`src/rtl/keypad_pkg.sv`:
```
// Shared keypad definitions: column drive patterns, the "no key" candidate
// encoding, scan FSM state codes and the matrix position to key code map.
package keypad_pkg;

  // Candidate is {none_flag, code}; bit 4 set means no key in the sweep.
  localparam logic [4:0] CAND_NONE = 5'b1_0000;

  // Scan FSM states.
  localparam logic [0:0] ST_SCAN = 1'b0;
  localparam logic [0:0] ST_EVAL = 1'b1;

  // Active-low one-hot drive for a column index.
  function automatic logic [3:0] col_drive(input logic [1:0] idx);
    case (idx)
      2'd0:    return 4'b1110;
      2'd1:    return 4'b1101;
      2'd2:    return 4'b1011;
      default: return 4'b0111;
    endcase
  endfunction

  // Key legend printed on the keypad, indexed by (column, row).
  function automatic logic [3:0] key_map(input logic [1:0] col, input logic [1:0] row);
    case ({col, row})
      4'h0:    return 4'h1;
      4'h1:    return 4'h4;
      4'h2:    return 4'h7;
      4'h3:    return 4'h0;
      4'h4:    return 4'h2;
      4'h5:    return 4'h5;
      4'h6:    return 4'h8;
      4'h7:    return 4'hF;
      4'h8:    return 4'h3;
      4'h9:    return 4'h6;
      4'hA:    return 4'h9;
      4'hB:    return 4'hE;
      4'hC:    return 4'hA;
      4'hD:    return 4'hB;
      4'hE:    return 4'hC;
      default: return 4'hD;
    endcase
  endfunction

endpackage

```
`src/rtl/keypad_debounce.sv`:
```
// Sweep-rate debouncer: accepts a per-sweep candidate and only changes the
// debounced key state after DEBOUNCE_SCANS identical sweeps. A change from
// no key to a key emits a one-cycle press pulse carrying the key code.
module keypad_debounce
  import keypad_pkg::*;
#(
  parameter int DEBOUNCE_SCANS = 4,
  parameter int CNT_W          = 8
) (
  input  logic       Clock,
  input  logic       Reset,
  input  logic       eval_vld,
  input  logic       cand_ghost,
  input  logic [4:0] cand,
  output logic       held,
  output logic       press_vld,
  output logic [3:0] press_code
);

  localparam logic [CNT_W-1:0] MATCH_TERM = CNT_W'(DEBOUNCE_SCANS);

  logic [CNT_W-1:0] match_cnt;
  logic [CNT_W-1:0] match_nxt;
  logic [4:0]       prev_cand;
  logic             prev_vld;
  logic [4:0]       db_state;

  // Match counter increment that sticks at the acceptance threshold.
  function automatic logic [CNT_W-1:0] sat_inc(input logic [CNT_W-1:0] v);
    return (v >= MATCH_TERM) ? MATCH_TERM : v + 1'b1;
  endfunction

  // Match count this sweep would produce; a fresh or differing candidate starts at 1.
  always_comb begin
    match_nxt = CNT_W'(1);
    if (prev_vld && (cand == prev_cand)) match_nxt = sat_inc(match_cnt);
  end

  // Per-sweep debounce state update and press pulse generation.
  always_ff @(posedge Clock) begin
    if (Reset) begin
      match_cnt  <= '0;
      prev_cand  <= CAND_NONE;
      prev_vld   <= 1'b0;
      db_state   <= CAND_NONE;
      press_vld  <= 1'b0;
      press_code <= 4'h0;
    end else begin
      press_vld <= 1'b0;
      if (eval_vld) begin
        if (cand_ghost) begin
          // Ambiguous sweep breaks any run of matches.
          match_cnt <= '0;
          prev_vld  <= 1'b0;
        end else begin
          match_cnt <= match_nxt;
          prev_cand <= cand;
          prev_vld  <= 1'b1;
          if ((match_nxt == MATCH_TERM) && (cand != db_state)) begin
            if (db_state[4]) begin
              db_state   <= cand;
              press_vld  <= 1'b1;
              press_code <= cand[3:0];
            end else if (cand[4]) begin
              db_state <= CAND_NONE;
            end
            // Key-to-different-key without a release is ignored.
          end
        end
      end
    end
  end

  assign held = ~db_state[4];

endmodule

```
`src/rtl/keypad_scan_ctrl.sv`:
```
// 4x4 keypad scanner: drives one active-low column at a time, samples the
// synchronized rows after a settle time, classifies each full sweep,
// debounces it and presents accepted presses to the CPU as a held interrupt.
module keypad_scan_ctrl
  import keypad_pkg::*;
#(
  parameter int SETTLE_CYCLES  = 16,
  parameter int DEBOUNCE_SCANS = 4,
  parameter int CNT_W          = 8
) (
  input  logic       Clock,
  input  logic       Reset,
  input  logic [3:0] Row,
  output logic [3:0] Col,
  output logic [3:0] KeyCode,
  output logic       KeyIrq,
  input  logic       IntAck,
  output logic       Overrun,
  output logic       KeyHeld
);

  localparam logic [CNT_W-1:0] SETTLE_TERM = CNT_W'(SETTLE_CYCLES - 1);

  logic [3:0]       row_sync_p0;
  logic [3:0]       row_sync_p1;
  logic [0:0]       state;
  logic [1:0]       col_idx;
  logic [CNT_W-1:0] settle_cnt;
  logic [15:0]      sweep_img;
  logic [4:0]       zero_cnt;
  logic [3:0]       zero_pos;
  logic [4:0]       cand;
  logic             cand_ghost;
  logic             eval_vld;
  logic             press_vld;
  logic [3:0]       press_code;

  // Two-flop synchronizer for the asynchronous row inputs.
  always_ff @(posedge Clock) begin
    if (Reset) begin
      row_sync_p0 <= 4'hF;
      row_sync_p1 <= 4'hF;
    end else begin
      row_sync_p0 <= Row;
      row_sync_p1 <= row_sync_p0;
    end
  end

  // Scan FSM: settle each column, capture its rows, then one EVAL cycle per sweep.
  always_ff @(posedge Clock) begin
    if (Reset) begin
      state      <= ST_SCAN;
      col_idx    <= 2'd0;
      settle_cnt <= '0;
      sweep_img  <= '1;
      Col        <= 4'b1111;
    end else begin
      case (state)
        ST_SCAN: begin
          Col <= col_drive(col_idx);
          if (settle_cnt == SETTLE_TERM) begin
            sweep_img[{col_idx, 2'b00} +: 4] <= row_sync_p1;
            settle_cnt <= '0;
            if (col_idx == 2'd3) begin
              // Column 3 stays driven through EVAL.
              state <= ST_EVAL;
            end else begin
              col_idx <= col_idx + 2'd1;
              Col     <= col_drive(col_idx + 2'd1);
            end
          end else begin
            settle_cnt <= settle_cnt + 1'b1;
          end
        end
        default: begin
          state      <= ST_SCAN;
          col_idx    <= 2'd0;
          settle_cnt <= '0;
          Col        <= col_drive(2'd0);
        end
      endcase
    end
  end

  // Sweep classification: exactly one low bit is a key, none is idle, more is ghost.
  always_comb begin
    zero_cnt   = 5'd0;
    zero_pos   = 4'd0;
    cand       = CAND_NONE;
    cand_ghost = 1'b0;
    for (int i = 0; i < 16; i++) begin
      if (!sweep_img[i]) begin
        zero_cnt = zero_cnt + 5'd1;
        zero_pos = 4'(i);
      end
    end
    if (zero_cnt == 5'd1) cand = {1'b0, key_map(zero_pos[3:2], zero_pos[1:0])};
    else if (zero_cnt != 5'd0) cand_ghost = 1'b1;
  end

  assign eval_vld = (state == ST_EVAL);

  keypad_debounce #(
    .DEBOUNCE_SCANS(DEBOUNCE_SCANS),
    .CNT_W         (CNT_W)
  ) u_debounce (
    .Clock     (Clock),
    .Reset     (Reset),
    .eval_vld  (eval_vld),
    .cand_ghost(cand_ghost),
    .cand      (cand),
    .held      (KeyHeld),
    .press_vld (press_vld),
    .press_code(press_code)
  );

  // CPU handshake: latch presses into KeyCode/KeyIrq, flag drops, clear on ack.
  always_ff @(posedge Clock) begin
    if (Reset) begin
      KeyCode <= 4'h0;
      KeyIrq  <= 1'b0;
      Overrun <= 1'b0;
    end else if (press_vld) begin
      if (!KeyIrq) begin
        KeyCode <= press_code;
        KeyIrq  <= 1'b1;
      end else if (!IntAck) begin
        Overrun <= 1'b1;
      end else begin
        // Ack and new press coincide: hand over the new key immediately.
        KeyCode <= press_code;
        Overrun <= 1'b0;
      end
    end else if (IntAck && KeyIrq) begin
      KeyIrq  <= 1'b0;
      Overrun <= 1'b0;
    end
  end

endmodule

```
`config.mk`:
```
export PLATFORM = sky130hd
export DESIGN_NAME = keypad_scan_ctrl
export DESIGN_NICKNAME = d
export VERILOG_FILES = /design/src/rtl/keypad_pkg.sv /design/src/rtl/keypad_debounce.sv /design/src/rtl/keypad_scan_ctrl.sv
export SDC_FILE = /design/constraint.sdc
export NUM_CORES = 1
export LEC_CHECK = 0
export CELL_PAD_IN_SITES_DETAIL_PLACEMENT = 2
export CELL_PAD_IN_SITES_GLOBAL_PLACEMENT = 2
export CORE_ASPECT_RATIO = 0.6
export CORE_UTILIZATION = 42
export DETAILED_ROUTE_END_ITERATION = 12
export GPL_ROUTABILITY_DRIVEN = 0
export GPL_TIMING_DRIVEN = 0
export PLACE_DENSITY = 0.93
export SLEW_MARGIN = 20
export SYNTH_ARGS = -nofsm -noshare
export SYNTH_HDL_FRONTEND = slang
export SYNTH_SLANG_ARGS = --single-unit
```
`constraint.sdc`:
```
create_clock -name Clock -period 14.8 [get_ports Clock]
set_input_delay 2.96 -clock Clock [delete_from_list [all_inputs] [get_ports Clock]]
set_output_delay 2.96 -clock Clock [all_outputs]
set_load 0.05 [all_outputs]
```
### After elaboration in Yosys (flattened, before gate mapping)

Memory sizes are Yosys's and may differ from the RTL's.
Index checks and enable logic that the tools add are counted.

* flip-flop bits (word level): 69
* memory bits (read-only): 64
* bits of input ports: 7
* memories kept: 1

Memory list
* (no name shown): depth 16, width 4, rd ports 1, clocked after Yosys merged registers in 0, write ports 0, RTL line keypad_pkg.sv:24 `case ({col, row})`

* $add $sub $neg: 19
* $lt $le $gt $ge: 1
* equal/unequal tests: 12
* shift-type cells: 2
* mux-type cells: 55
* bitwise logic cells: 6
* reductions and logical operators: 20

Operator list (count)
* 5-bit two-way mux: 18
* 5-bit by 1-bit adder with 5-bit output, second input constant: 15
* 4-bit two-way mux: 18
* 8-bit two-way mux: 3
* 4-bit case mux with 3 select lines: 2
* 8-bit by 1-bit adder with 8-bit output, second input constant: 2
* 16-bit bitwise mux: 1
* 4-bit by 6-bit variable shift with 16-bit output, first input constant: 1
* 4-bit by 6-bit indexed part select with 16-bit output: 1
* 1-bit two-way mux: 13
* 2-bit AND reduction: 5
* 8-bit by 3-bit equality test with 1-bit output, second input constant: 1
* 8-bit by 4-bit equality test with 1-bit output, second input constant: 1
* 8-bit by 3-bit >= comparator with 1-bit output, second input constant: 1
* 4-bit AND reduction: 2
* 2-bit equality test, second input constant: 3
* 4-bit negation with 6-bit output: 1
* 1-bit inverter: 6
* 3-bit OR reduction: 2
* 5-bit by 1-bit equality test with 1-bit output, second input constant: 1
* 5-bit equality test: 1
* 5-bit != test: 1
* 5-bit nonzero test: 1
* 2-bit by 1-bit equality test with 1-bit output, second input constant: 2
* 9 further kinds: 13

### Longest topological paths before layout

Gate-level depths: netlist of the first run.

* depth after elaboration: 40
* depth in mapped cells: 54
* gate-level depth less buffers: 54

### Modules after synthesis

Synthesis of the first run repeated with hierarchy kept, for this count alone.

* cells, all modules: 537
* area total of the unflattened synthesis: 4720.8 sq um

Modules (own cells, without submodules)
* keypad_scan_ctrl: instances 1, cells an instance 422, area an instance 3613.5 sq um, sequential area each 900.9 sq um
* keypad_debounce: instances 1, cells an instance 115, area an instance 1107.3 sq um, sequential area each 480.5 sq um

### Least setup slack after synthesis of the first run

OpenSTA, ideal clock, no wires.

* kind: flip-flop to flip-flop
* from: register sweep_img[0]
* to: register u_debounce.db_state[2]
* library setup time: 130 ps
* arrival: 9911 ps
* data required time: 14670 ps
* setup slack: 4759 ps
* cell stages (with the launch flop): 54
* path buffers: 2
* clock period less this slack: 10041 ps
* path through: dfxtp_1 -> inv_1 -> ha_1 -> buf_2 -> xnor2_1 -> ha_1 -> mux2_2 -> ha_1 -> mux2_2 -> ha_1 -> nand2b_1 -> o31ai_1 -> nor2_1 -> inv_1 -> ha_1 -> nor2_1 -> a21oi_1 -> ha_1 -> (+18 left out) -> inv_1 -> ha_1 -> inv_1 -> o22ai_1 -> o31a_1 -> ha_1 -> nor2b_1 -> nand3_1 -> a21o_1 -> a31o_2 -> mux2i_1 -> a31oi_1 -> xor2_1 -> or3_1 -> buf_2 -> or3b_1 -> nor4_2 -> o21ai_0

* cells in the longest elaborated chain, start to end: 39
* elaborated cells on any way between the ends: 46
* those cells by class: add/sub (15); eq/ne (4); mux (21); bitwise (1); reduce/logical (5)

Ends and longest elaborated chain
* from (decl): RTL line keypad_scan_ctrl.sv:29 `logic [15:0] sweep_img;`
* from (signal, indexed assignment): RTL line keypad_scan_ctrl.sv:62 `sweep_img[{col_idx, 2'b00} +: 4] <= row_sync_p1;`
* 1-bit two-way mux (*): RTL line keypad_scan_ctrl.sv:92 `if (!sweep_img[i]) begin`
* 5-bit by 1-bit adder with 5-bit output: RTL line keypad_scan_ctrl.sv:93 `zero_cnt = zero_cnt + 5'd1;`
* 5-bit two-way mux (*): RTL line keypad_scan_ctrl.sv:92
* 5-bit by 1-bit adder with 5-bit output: RTL line keypad_scan_ctrl.sv:93
* 5-bit two-way mux (*): RTL line keypad_scan_ctrl.sv:92
* 5-bit by 1-bit adder with 5-bit output: RTL line keypad_scan_ctrl.sv:93
* 5-bit two-way mux (*): RTL line keypad_scan_ctrl.sv:92
* 5-bit by 1-bit adder with 5-bit output: RTL line keypad_scan_ctrl.sv:93
* (+23 left out)
* 5-bit by 1-bit equality test with 1-bit output: RTL line keypad_scan_ctrl.sv:97 `if (zero_cnt == 5'd1) cand = {1'b0, key_map(zero_pos[3:2], zero_pos[1:0])};`
* 5-bit two-way mux: RTL line keypad_scan_ctrl.sv:97
* 5-bit equality test: RTL line keypad_debounce.sv:36 `if (prev_vld && (cand == prev_cand)) match_nxt = sat_inc(match_cnt);`
* 1-bit logical AND: RTL line keypad_debounce.sv:36
* 8-bit two-way mux: RTL line keypad_debounce.sv:36
* 8-bit by 3-bit equality test with 1-bit output: RTL line keypad_debounce.sv:59 `if ((match_nxt == MATCH_TERM) && (cand != db_state)) begin`
* 1-bit logical AND: RTL line keypad_debounce.sv:59
* 4-bit AND reduction (no source line)
* to (signal assigned): RTL line keypad_debounce.sv:61 `db_state <= cand;`
* to (decl): RTL line keypad_debounce.sv:26 `logic [4:0] db_state;`

Every way passes the cells marked *; elsewhere a longest branch is shown, timed or not.
A chain may end at the register's enable or synchronous reset.

### Worst setup path after layout of the first run

* from: register sweep_img[0]
* to: register u_debounce.db_state[4]

* cells in the longest elaborated chain, start to end: 39
* elaborated cells on any way between the ends: 46
* those cells by class: add/sub (15); eq/ne (4); mux (22); bitwise (1); reduce/logical (4)

Ends and longest elaborated chain (RTL line)
* 1-bit two-way mux (*): keypad_scan_ctrl.sv:92
* 5-bit by 1-bit adder with 5-bit output: keypad_scan_ctrl.sv:93
* 5-bit two-way mux (*): keypad_scan_ctrl.sv:92
* 5-bit by 1-bit adder with 5-bit output: keypad_scan_ctrl.sv:93
* 5-bit two-way mux (*): keypad_scan_ctrl.sv:92
* 5-bit by 1-bit adder with 5-bit output: keypad_scan_ctrl.sv:93
* 5-bit two-way mux (*): keypad_scan_ctrl.sv:92
* 5-bit by 1-bit adder with 5-bit output: keypad_scan_ctrl.sv:93
* (+23 left out)
* 5-bit by 1-bit equality test with 1-bit output: keypad_scan_ctrl.sv:97
* 5-bit two-way mux: keypad_scan_ctrl.sv:97
* 5-bit equality test: keypad_debounce.sv:36
* 1-bit logical AND: keypad_debounce.sv:36
* 8-bit two-way mux: keypad_debounce.sv:36
* 8-bit by 3-bit equality test with 1-bit output: keypad_debounce.sv:59
* 1-bit logical AND: keypad_debounce.sv:59
* 3-bit AND reduction (no source line)

Every way passes the cells marked *; elsewhere a longest branch is shown, timed or not. The select of a mux whose other input is x is not followed.

==> impl_results.md, run 1 <==
* Max stage delay on crit path at a little over 0.6 ns
* Root Driver: clkbuf_16
* Drt via density at 5.98
* Post-CTS sizing at 0
* DRT Pass-1 Iters at 4
* Slowest-stage cell, CP: xor2_1
* Syn Area/Cell at roughly 8.6 sq um
* Hold Crit Class: reg2reg
* Worst Reg-to-Reg Cells at 53
* Yosys Warn Count at 0
* Number of global-route vias before repair at 5086
* Worst setup margin at ~2.2 ns
* Clock buffer count from CTS at 9
* Clk_skew at between 0.007 and 0.008 ns
* Max Buffers Root-to-Sink at 2
* Reg2reg start: sweep_img[0]
* # diodes at 0
* Final period utilization at 0.854
* Post-synth EDFFs at 0
* Worst path arrival time at about 13 ns
* Tmin final at 12.63 ns
* Core Area at about 11000 sq um
* Hold_sp: row_sync_p0[3]
* Fmax at around 79 MHz
* Area Growth Syn to Fin at 13.6%
* Number of max-cap violations at 0
* Startpoint Class: flop
* Port-buffer cells at 17
* WL met2 at a little over 9000 um
* Crit path top cell by count: ha_1
* DIE WIDTH at 143 um
* Netlist cell types at 66
* Remaining global-route overflow at 0
* DP HPWL at around 13000 um
* Worst-Margin Slew at ~1.0 ns
* Vias at ~4600
* Die ar. at 12300 sq um
* Row count at 30
* Post-route DRC at 0
* Final nets at approximately 640
* Multi-input gate area at between 3000 and 4000 sq um
* DR top layer: met4
* Mapped Cells at around 580
* P_leak at 2.38 nW
* Fillers at roughly 1200
* CTS H-tree lvls at 3
* Slew Limit Fails at 0
* RSZ-0062 raised after global routing: false
* CP Class: reg2reg
* Worst-path maximum fanout at 8
* Asr flop ratio synth at 0
* CTS tree: yes
* Most area-consuming cells after synthesis: dfxtp_1, ha_1, xnor2_1
* Seq/Total Area, Yosys at 0.277
* Syn Nets at a little over 600
* Rel. slew slack at 0.306
* Initial antenna violation count at 0
* Met3 wire len at 727 um
* Postcts setup bufs at 0
* Status: finished, final reports clean
* Synth Flop Type: dfxtp_1
* Die Span Y at approximately 86 um
* Met1 wire length at roughly 8700 um
* Total Neg Setup Slack at 0 ns
* Clock-pin slew on the worst setup and hold paths at around 0.060 ns
* Final-report setup violation count at 0
* CP Capture Type: flop
* Starting Density at 0.437
* Clk sink count at a little under 70
* First-pass GRT wire length at 29600 um
* Latest clock arrival within the worst-skew pair at 0.36 ns
* Seq cells post-synth at 69
* Mapped Area at around 5000 sq um
* Hold buffer count at cts at 0
* Reg area at roughly 1400 sq um
* R2R Setup Slk at about 2.2 ns
* Wire per inst at approximately 24 um
* DRT Wirelength at 19000 um
* Cell count of the worst hold path at 1
* Largest net degree at the start of global routing at 14
* # IOs at 18
* Dominant cell type by area after synthesis: dfxtp_1
* Antenna Nets Post-Route at 0
* DP Worst Slack at between 2 and 3 ns
* Share of the synthesized area in the top cell type at 0.277
* Pwr per Cell Area at 76.4 nW/um^2
* Total GRT Usage at 0.326
* Hold EP: row_sync_p1[3]
* Layout cell share with drive strength beyond 1 at 0.0943
* Initial DRC count at 244
* Hold Violations, Final at 0
* CP required at between 15 and 20 ns
* FF-to-FF End: u_debounce.db_state[4]
* Worst vdd ir at ~74 uV
-- registers in the layout, summed over array words and instances (netlist names) --
name	flops
sweep_img	16
settle_cnt	8
u_debounce.match_cnt	8
u_debounce.db_state	5
u_debounce.prev_cand	5
Col	4
KeyCode	4
row_sync_p0	4
row_sync_p1	4
u_debounce.press_code	4
col_idx	2
KeyIrq	1
Overrun	1
eval_vld	1
u_debounce.press_vld	1
u_debounce.prev_vld	1
-- kinds of logic (layout without fill, tap and decap cells) --
family / Yosys count / after routing / synth area share
AO/OA/AOI/OAI: 102 / 102 / 0.145
XOR/XNOR: 70 / 70 / 0.168
adder cells (fa/ha/maj): 27 / 27 / 0.0678
buffers and inverters: 50 / 83 / 0.0389
flip-flops: 69 / 69 / 0.277
multiplexers: 19 / 19 / 0.0419
AND/OR/NAND/NOR: 245 / 245 / 0.260
-- metrics by stage --
stage               area, sq um  total power, mW  hold slack, ns  cells  utilization
floorplan                  4980            0.198           0.389    582            -
global placement           5350            0.202           0.412    759        0.469
detailed placement         5350            0.203           0.415    759        0.469
CTS                        5660            0.433           0.446    775        0.496
global route               5660            0.440           0.459    775        0.496
finish                     5660            0.432           0.445    775        0.496
-- worst max-delay path: cells and delay by family (launching register included) --
family	cells	cell delay [ns]
AOI/OAI and AO/OA	13	2.83
muxes	5	1.20
buffers and inverters	7	0.94
DFF	1	0.42
adders and majority gates	13	3.85
xor gates and xnor gates	2	0.76
and+or+nand+nor	13	2.55
-- how the worst max path moves through the flow --
stage / startpoint / to / slack [ns] / cells after the start
after floorplan: sweep_img[0] / u_debounce.db_state[2] / 4.76 / 53
after global placement: sweep_img[0] / u_debounce.db_state[2] / 3.42 / 53
after detailed placement: sweep_img[0] / u_debounce.db_state[4] / 2.77 / 53
after CTS: sweep_img[0] / u_debounce.db_state[4] / 2.35 / 53
after global routing: sweep_img[1] / u_debounce.db_state[4] / 1.40 / 53
final: sweep_img[0] / u_debounce.db_state[4] / 2.17 / 53
-- area by class of cell --
| type | count | area share |
|---|---|---|
| inverter | 24 | 0.0159 |
| tap | 160 | 0.0354 |
| buffer | 26 | 0.0183 |
| sequential | 69 | 0.244 |
| multi-input combinational | 463 | 0.602 |
| timing repair buffer | 17 | 0.0300 |
| clock buffer | 10 | 0.0422 |
| clock inverter | 6 | 0.0124 |
-- placed cells by master (no fill, tap or decap), drive strengths merged, types with 15 or more instances in the layout --
master,instances
o21ai,15
nand2,57
nor3,21
xor2,17
xnor2,42
ha,27
inv,25
a21oi,19
clkdlybuf4s50,17
clkbuf,28
nor2,55
dfxtp,69
nor2b,19
-- synth_stat cells, drive strengths merged (6+ instances only) --
master	instances
nor2	55
inv	24
buf	8
and2	9
nand3b	10
o21ai	15
a211o	14
o211ai	7
clkbuf	18
nor2b	19
a211oi	7
xnor2	42
nor3	21
a21oi	19
or2	12
nand3	10
mux2i	13
nor4	8
nand2	57
nand2b	13
ha	27
a31oi	6
xor2	17
xnor3	10
nand4	6
dfxtp	69
-- where the power goes --
group,internal (mW),switching [mW]
clock network,0.136,0.0972
registers,0.188,0.00173
logic,0.00383,0.00615
-- per-layer routing --
layer,vias to the layer above,GRT usage
li1,2108,-
met1,2394,0.406
met2,97,0.564
met3,32,0.0635
met4,0,0.117
met5,-,0
Note: power is estimated with default switching activity, not from simulation.
==> inputs of run 2 (changes only) <==
--- a/config.mk
+++ b/config.mk
@@ -12,7 +12,7 @@
 export DETAILED_ROUTE_END_ITERATION = 12
 export GPL_ROUTABILITY_DRIVEN = 0
 export GPL_TIMING_DRIVEN = 0
-export PLACE_DENSITY = 0.93
+export PLACE_DENSITY_LB_ADDON = 0.1
 export SLEW_MARGIN = 20
 export SYNTH_ARGS = -nofsm -noshare
 export SYNTH_HDL_FRONTEND = slang
==> run 2 against run 1 <==
  * Global-route usage fell by 2.6 points
  * Setup slack better by 0.24 ns
  * Sequential power hardly changed
  * Combinational power is 1% lower
  * First-iteration DRC count shrank 6.1%
  * Die area unchanged
  * Register-to-register slack better by 0.24 ns
  * Clock power is 11% lower
  * Sequential share of layout area increased by 0.097 points
==> impl_results.md, run 2 (synthesized netlist as in run 1, its figures left out) <==
* Most frequent cells in the layout: dfxtp_1, nand2_1, nor2_1 (unchanged)
* Root Driver: clkbuf_16 (unchanged)
* Tmin final at 12.39 ns (was 12.63 ns)
* Power after layout at 0.408 mW (was 0.432 mW)
* Status: finished, final reports clean (unchanged)
* DP HPWL at 12700 um (was 13200 um)
* Post-CTS sizing at 0 (unchanged)
* Worst-Margin Slew at 0.888 ns (was 1.03 ns)
* DIE WIDTH at 143 um (unchanged)
* Vias at 4519 (was 4631)
* Slowest-stage cell, CP: xor2_1 (unchanged)
* P_leak at 2.38 nW (about the same)
* Regs by FF count: sweep_img x16, settle_cnt x8, u_debounce.match_cnt x8 (unchanged)
* Most flop-heavy register: sweep_img (unchanged)
* Area Growth Syn to Fin at 13.2% (was 13.6%)
* CTS tree: yes (unchanged)
* Hold Violations, Final at 0 (unchanged)
* Placed cell count at 759 (unchanged)
* DRT Wirelength at 17300 um (was 19000 um)
* Crit path top cell by count: ha_1 (unchanged)
* CP Class: reg2reg (unchanged)
* Clock-pin slew on the worst setup and hold paths at 0.06 ns (about the same)
* Drt via density at 5.83 (was 5.98)
* Most common cell after layout, fill and taps aside: dfxtp_1 (unchanged)
* Antenna Nets Post-Route at 0 (unchanged)
* Rel. slew slack at 0.404 (was 0.306)
* Row count at 30 (unchanged)
* Wire per inst at 22.3 um (was 24.5 um)
* Port-buffer cells at 17 (unchanged)
* Clock buffer count from CTS at 9 (unchanged)
* Worst path arrival time at 12.59 ns (was 12.92 ns)
* # IOs at 18 (unchanged)
* Final nets at 644 (unchanged)
* Startpoint Class: flop (unchanged)
* Clk_skew at 0.0107 ns (was 0.00760 ns)
* CP Capture Type: flop (unchanged)
* Pwr per Cell Area at 72.3 nW/um^2 (was 76.4 nW/um^2)
* Latest clock arrival within the worst-skew pair at 0.34 ns (was 0.36 ns)
* DP Worst Slack at 2.76 ns (was 2.77 ns)
* Max Buffers Root-to-Sink at 2 (unchanged)
* Fillers at 1282 (was 1237)
* Non-Filler Instances at 775 (unchanged)
* Die ar. at 12300 sq um (unchanged)
* Starting Density at 0.437 (unchanged)
* Final-report setup violation count at 0 (unchanged)
* CP delay by family, top: adder cells (unchanged)
* Hold buffer count at cts at 0 (unchanged)
* Worst-path maximum fanout at 8 (unchanged)
* Multi-input gate area at 3410 sq um (unchanged)
* Postcts setup bufs at 0 (unchanged)
* Worst Path Buf+Inv at 7 (unchanged)
* Final period utilization at 0.837 (was 0.854)
* CTS H-tree lvls at 3 (unchanged)
* Fmax at 80.7 MHz (was 79.1 MHz)
* Number of global-route vias before repair at 4903 (was 5086)
* Hold Crit Class: reg2reg (unchanged)
* Total GRT Usage at 0.300 (was 0.326)
* CP required at 15.00 ns (was 15.08 ns)
* First-pass GRT wire length at 27500 um (was 29600 um)
* Reg area at 1380 sq um (unchanged)
* Worst vdd ir at 54.3 uV (was 74.1 uV)
* Max stage delay on crit path at 0.57 ns (was 0.62 ns)
* Initial antenna violation count at 0 (unchanged)
* Total Neg Setup Slack at 0 ns (unchanged)
* Remaining global-route overflow at 0 (unchanged)
* Slew Limit Fails at 0 (unchanged)
* Final core utilization at 0.494 (was 0.496)
* Die Span Y at 86.4 um (unchanged)
* Post-route DRC at 0 (unchanged)
* Initial DRC count at 229 (was 244)
* Core Area at 11400 sq um (unchanged)
* RSZ-0062 raised after global routing: false (unchanged)
* Worst setup margin at 2.41 ns (was 2.17 ns)
* DRT Pass-1 Iters at 5 (was 4)
* Number of max-cap violations at 0 (unchanged)
* Layout cell share with drive strength beyond 1 at 0.0943 (unchanged)
* Largest register FFs at 16 (unchanged)
* Clk sink count at 69 (unchanged)
* # diodes at 0 (unchanged)
* Largest net degree at the start of global routing at 13 (was 14)
==> run 2: cell count changes in the layout (fill, tap and decap cells not counted) <==
cell | previous run | this run
clkbuf_8 | 1 | 2
clkinv_2 | 0 | 2
clkinvlp_4 | 3 | 2
bufinv_16 | 1 | 0
clkinv_4 | 1 | 0
==> run 2: worst register-to-register path, delay by kind of cell (launching register included) <==
family	cells	cell delay (ns)
compound gates	14	3.03
xor+xnor	2	0.70
fa+ha+maj	13	3.76
buf+inv	7	0.89
flops	1	0.36
mux	4	0.94
simple gates	13	2.61
==> run 2: power breakdown <==
part           internal, mW  switching, mW  total (mW)
clock network         0.123         0.0859       0.208
registers             0.188        0.00167       0.189
logic               0.00383        0.00602     0.00985
total                 0.314         0.0936       0.408
==> run 2: per-stage QoR <==
stage	instance area [sq um]	hold WS, ns
6_report	5640	0.433
5_1_grt	5640	0.458
4_1_cts	5640	0.448
3_5_place_dp	5350	0.433
3_3_place_gp	5350	0.412
2_1_floorplan	4980	0.389
==> run 2: layout make-up <==
type | count | share of cell area
buffer | 26 | 0.0184
clock buffer | 11 | 0.0448
clock inverter | 5 | 0.00599
inverter | 24 | 0.0160
multi-input combinational | 463 | 0.604
sequential | 69 | 0.245
tap | 160 | 0.0355
timing repair buffer | 17 | 0.0302
==> run 2: worst paths after layout <==
| path | slack [ns] | end | depth (start not counted) | from |
|---|---|---|---|---|
| worst max register to register | 2.41 | u_debounce.db_state[2] | 53 | sweep_img[0] |
| worst max-delay path | 2.41 | u_debounce.db_state[2] | 53 | sweep_img[0] |
| worst min-delay path | 0.43 | row_sync_p1[3] | 1 | row_sync_p0[3] |
| worst min register to register | 0.43 | row_sync_p1[3] | 1 | row_sync_p0[3] |
==> run 2: metal layers <==
| metal | vias to the layer above | wire (um) | track usage |
|---|---|---|---|
| met5 | - | 0 | 0 |
| met4 | 0 | 471 | 0.116 |
| met3 | 35 | 694 | 0.0497 |
| met2 | 105 | 7850 | 0.485 |
| met1 | 2273 | 8270 | 0.401 |
| li1 | 2106 | - | - |
==> inputs of run 3 (changes only) <==
--- a/config.mk
+++ b/config.mk
@@ -8,7 +8,7 @@
 export CELL_PAD_IN_SITES_DETAIL_PLACEMENT = 2
 export CELL_PAD_IN_SITES_GLOBAL_PLACEMENT = 2
 export CORE_ASPECT_RATIO = 0.6
-export CORE_UTILIZATION = 42
+export CORE_UTILIZATION = 35
 export DETAILED_ROUTE_END_ITERATION = 12
 export GPL_ROUTABILITY_DRIVEN = 0
 export GPL_TIMING_DRIVEN = 0
==> constraint.sdc (replaced) <==
create_clock -name Clock -period 10.3 [get_ports Clock]
set_input_delay 2.06 -clock Clock [delete_from_list [all_inputs] [get_ports Clock]]
set_output_delay 2.06 -clock Clock [all_outputs]
set_load 0.05 [all_outputs]
==> run 3 against run 2 <==
  * Wire length decreased by 6.2%
  * Sequential power increased by 43%
  * Setup slack got worse by 2.1 ns
  * Clock skew decreased by 0.0019 ns
  * Maximum frequency increased by 24%
  * Flip-flop and latch count unchanged
  * Highest routed layer unchanged
  * Clock power increased by 50%
  * Die area increased by 20%
  * Largest cell class unchanged
==> impl_results.md, run 3 (synthesized netlist as in run 1, its figures left out) <==
* CP required at 10.50 ns (was 15.00 ns)
* Clk_skew at 0.00878 ns (was 0.0107 ns)
* Worst setup path startpoint: sweep_img[1] (was sweep_img[0])
* FF-to-FF End: u_debounce.db_state[2] (unchanged)
* R2R Setup Slk at 0.34 ns (was 2.41 ns)
* Final period utilization at 0.967 (was 0.837)
* Reg area at 1380 sq um (about the same)
* Antenna Nets Post-Route at 0 (unchanged)
* P_leak at 2.55 nW (was 2.38 nW)
* Clk sink count at 69 (unchanged)
* DP Worst Slack at -1.70 ns (was 2.76 ns)
* Initial antenna violation count at 0 (unchanged)
* Reg2reg start: sweep_img[1] (was sweep_img[0])
* Setup crit end: u_debounce.db_state[2] (unchanged)
* CTS H-tree lvls at 3 (unchanged)
* Tmin final at 9.96 ns (was 12.39 ns)
* Remaining global-route overflow at 0 (unchanged)
* Final-report setup violation count at 0 (unchanged)
* Port-buffer cells at 17 (unchanged)
* Crit path top cell by count: ha_4 (was ha_1)
* Hold Crit Class: reg2reg (unchanged)
* Slew Limit Fails at 0 (unchanged)
* Switching portion of total power at 0.222 (was 0.230)
* Clock power frac at 0.522 (was 0.511)
* Total Neg Setup Slack at 0 ns (unchanged)
* Worst-path maximum fanout at 10 (was 8)
* Wire per inst at 19.4 um (was 22.3 um)
* DIE WIDTH at 156 um (was 143 um)
* Initial DRC count at 173 (was 229)
* Starting Density at 0.361 (was 0.437)
* Latest clock arrival within the worst-skew pair at 0.33 ns (was 0.34 ns)
* DRT Pass-1 Iters at 4 (was 5)
* Core Area at 13800 sq um (was 11400 sq um)
* Status: finished, final reports clean (unchanged)
* Most frequent cells in the layout: dfxtp_1, nand2_1, nor2_1 (unchanged)
* Regs by FF count: sweep_img x16, settle_cnt x8, u_debounce.match_cnt x8 (unchanged)
* Sw Pwr at 0.132 mW (was 0.0936 mW)
* Largest register FFs at 16 (unchanged)
* Die Span Y at 94.4 um (was 86.4 um)
* Placed inst area at 5390 sq um (was 5350 sq um)
* Layout cell share with drive strength beyond 1 at 0.202 (was 0.0943)
* Total GRT Usage at 0.227 (was 0.300)
* Drt via density at 5.31 (was 5.83)
* First-pass GRT wire length at 25900 um (was 27500 um)
* Worst vdd ir at 68.0 uV (was 54.3 uV)
* CTS tree: yes (unchanged)
* Worst path arrival time at 10.17 ns (was 12.59 ns)
* Area Growth Syn to Fin at 25.0% (was 13.2%)
* DP HPWL at 11800 um (was 12700 um)
* Vias at 4434 (was 4519)
* Row count at 33 (was 30)
* Number of max-cap violations at 0 (unchanged)
* Comb pwr share at 0.022 (was 0.024)
* Worst Reg-to-Reg Cells at 54 (was 53)
* Multi-input gate area at 3720 sq um (was 3410 sq um)
* CP Class: reg2reg (unchanged)
* Number of global-route vias before repair at 4648 (was 4903)
* Slowest-stage cell, CP: or3_4 (was xor2_1)
* Final nets at 672 (was 644)
* Design area at 6230 sq um (was 5640 sq um)
* DRT Wirelength at 16200 um (was 17300 um)
* Sequential share of power at 0.456 (was 0.464)
* Die ar. at 14700 sq um (was 12300 sq um)
* Fmax at 100 MHz (was 80.7 MHz)
* Largest net degree at the start of global routing at 14 (was 13)
* # IOs at 18 (unchanged)
* Post-route DRC at 0 (unchanged)
* Startpoint Class: flop (unchanged)
* Fillers at 1506 (was 1282)
* Clock buffer count from CTS at 9 (unchanged)
* Rel. slew slack at 0.432 (was 0.404)
* Clock-pin slew on the worst setup and hold paths at 0.06 ns (about the same)
* Worst setup margin at 0.338 ns (was 2.41 ns)
* Hold Violations, Final at 0 (unchanged)
* Internal power at 0.463 mW (was 0.314 mW)
* Max stage delay on crit path at 0.43 ns (was 0.57 ns)
* Pwr per Cell Area at 95.6 nW/um^2 (was 72.3 nW/um^2)
* # diodes at 0 (unchanged)
* Max Buffers Root-to-Sink at 2 (unchanged)
* Root Driver: clkbuf_16 (unchanged)
* CP Capture Type: flop (unchanged)
* Most flop-heavy register: sweep_img (unchanged)
* Worst-Margin Slew at 0.846 ns (was 0.888 ns)
* Most common cell after layout, fill and taps aside: dfxtp_1 (unchanged)
-- run 3: cell types whose count changed in the layout (fill, tap and decap cells not counted), moves of 3 or more --
cell     before  now
buf_4         0   30
nor2_2        0    5
o21ai_0      12    9
nor2b_1      19   14
nor2_1       55   49
nor2b_4       0    3
a21oi_1      19   16
ha_1         27   19
ha_4          0    8
-- run 3: how the worst min path moves through the flow --
stage | from | to | slack (ns) | cells after the start
6_report | row_sync_p0[2] | row_sync_p1[2] | 0.42 | 1
5_1_grt | row_sync_p0[2] | row_sync_p1[2] | 0.43 | 1
2_1_floorplan | row_sync_p0[0] | row_sync_p1[0] | 0.39 | 1
4_1_cts | row_sync_p0[2] | row_sync_p1[2] | 0.43 | 1
3_5_place_dp | row_sync_p0[3] | row_sync_p1[3] | 0.41 | 1
3_3_place_gp | row_sync_p0[2] | row_sync_p1[2] | 0.41 | 1
-- run 3: metrics by stage --
step	util	hold slack, ns	instances	power [mW]
2_1_floorplan	-	0.389	582	0.284
3_3_place_gp	0.391	0.411	791	0.290
3_5_place_dp	0.391	0.413	791	0.291
4_1_cts	0.436	0.428	824	0.602
5_1_grt	0.452	0.429	835	0.617
6_report	0.452	0.417	835	0.595
-- run 3: cell type report --
type / instances / share of cell area
multi-input cells: 463 / 0.597
plain buffers: 24 / 0.0163
inverters: 24 / 0.0145
well taps: 192 / 0.0386
repair buffers: 47 / 0.0635
clock buffers: 9 / 0.0362
clock inverters: 7 / 0.0119
flip-flops and latches: 69 / 0.222
-- run 3: critical path, delay by kind of cell, from the launching register on --
kind / cells / cell delay, ns
mux: 4 / 1.02
xor+xnor: 1 / 0.13
simple gates: 16 / 2.39
buf+inv: 8 / 0.75
compound gates: 11 / 1.51
fa+ha+maj: 14 / 3.68
flops: 1 / 0.36
-- run 3: what timing repair did --
action                                  CTS  global route
resized for setup                        41            21
endpoints found under the setup margin   19            19
buffers inserted                         19            11
hold buffers                              0             0
gates cloned                              0             0
pin swaps                                13            19
-- run 3: power by group through the flow --
| stage | registers [mW] | logic [mW] | clock network (mW) |
|---|---|---|---|
| after floorplan | 0.277 | 0.00655 | 0 |
| after global placement | 0.277 | 0.0129 | 0 |
| after detailed placement | 0.277 | 0.0134 | 0 |
| after CTS | 0.272 | 0.0136 | 0.317 |
| after global routing | 0.272 | 0.0148 | 0.330 |
| final | 0.271 | 0.0132 | 0.311 |
-- run 3: metal layers --
layer  part of all wire  GRT usage  up-vias
met5                  0          0        -
met4             0.0024     0.0376        0
met3              0.026     0.0381        5
met2               0.43      0.336       40
met1               0.54      0.344     2230
li1                   -          -     2159
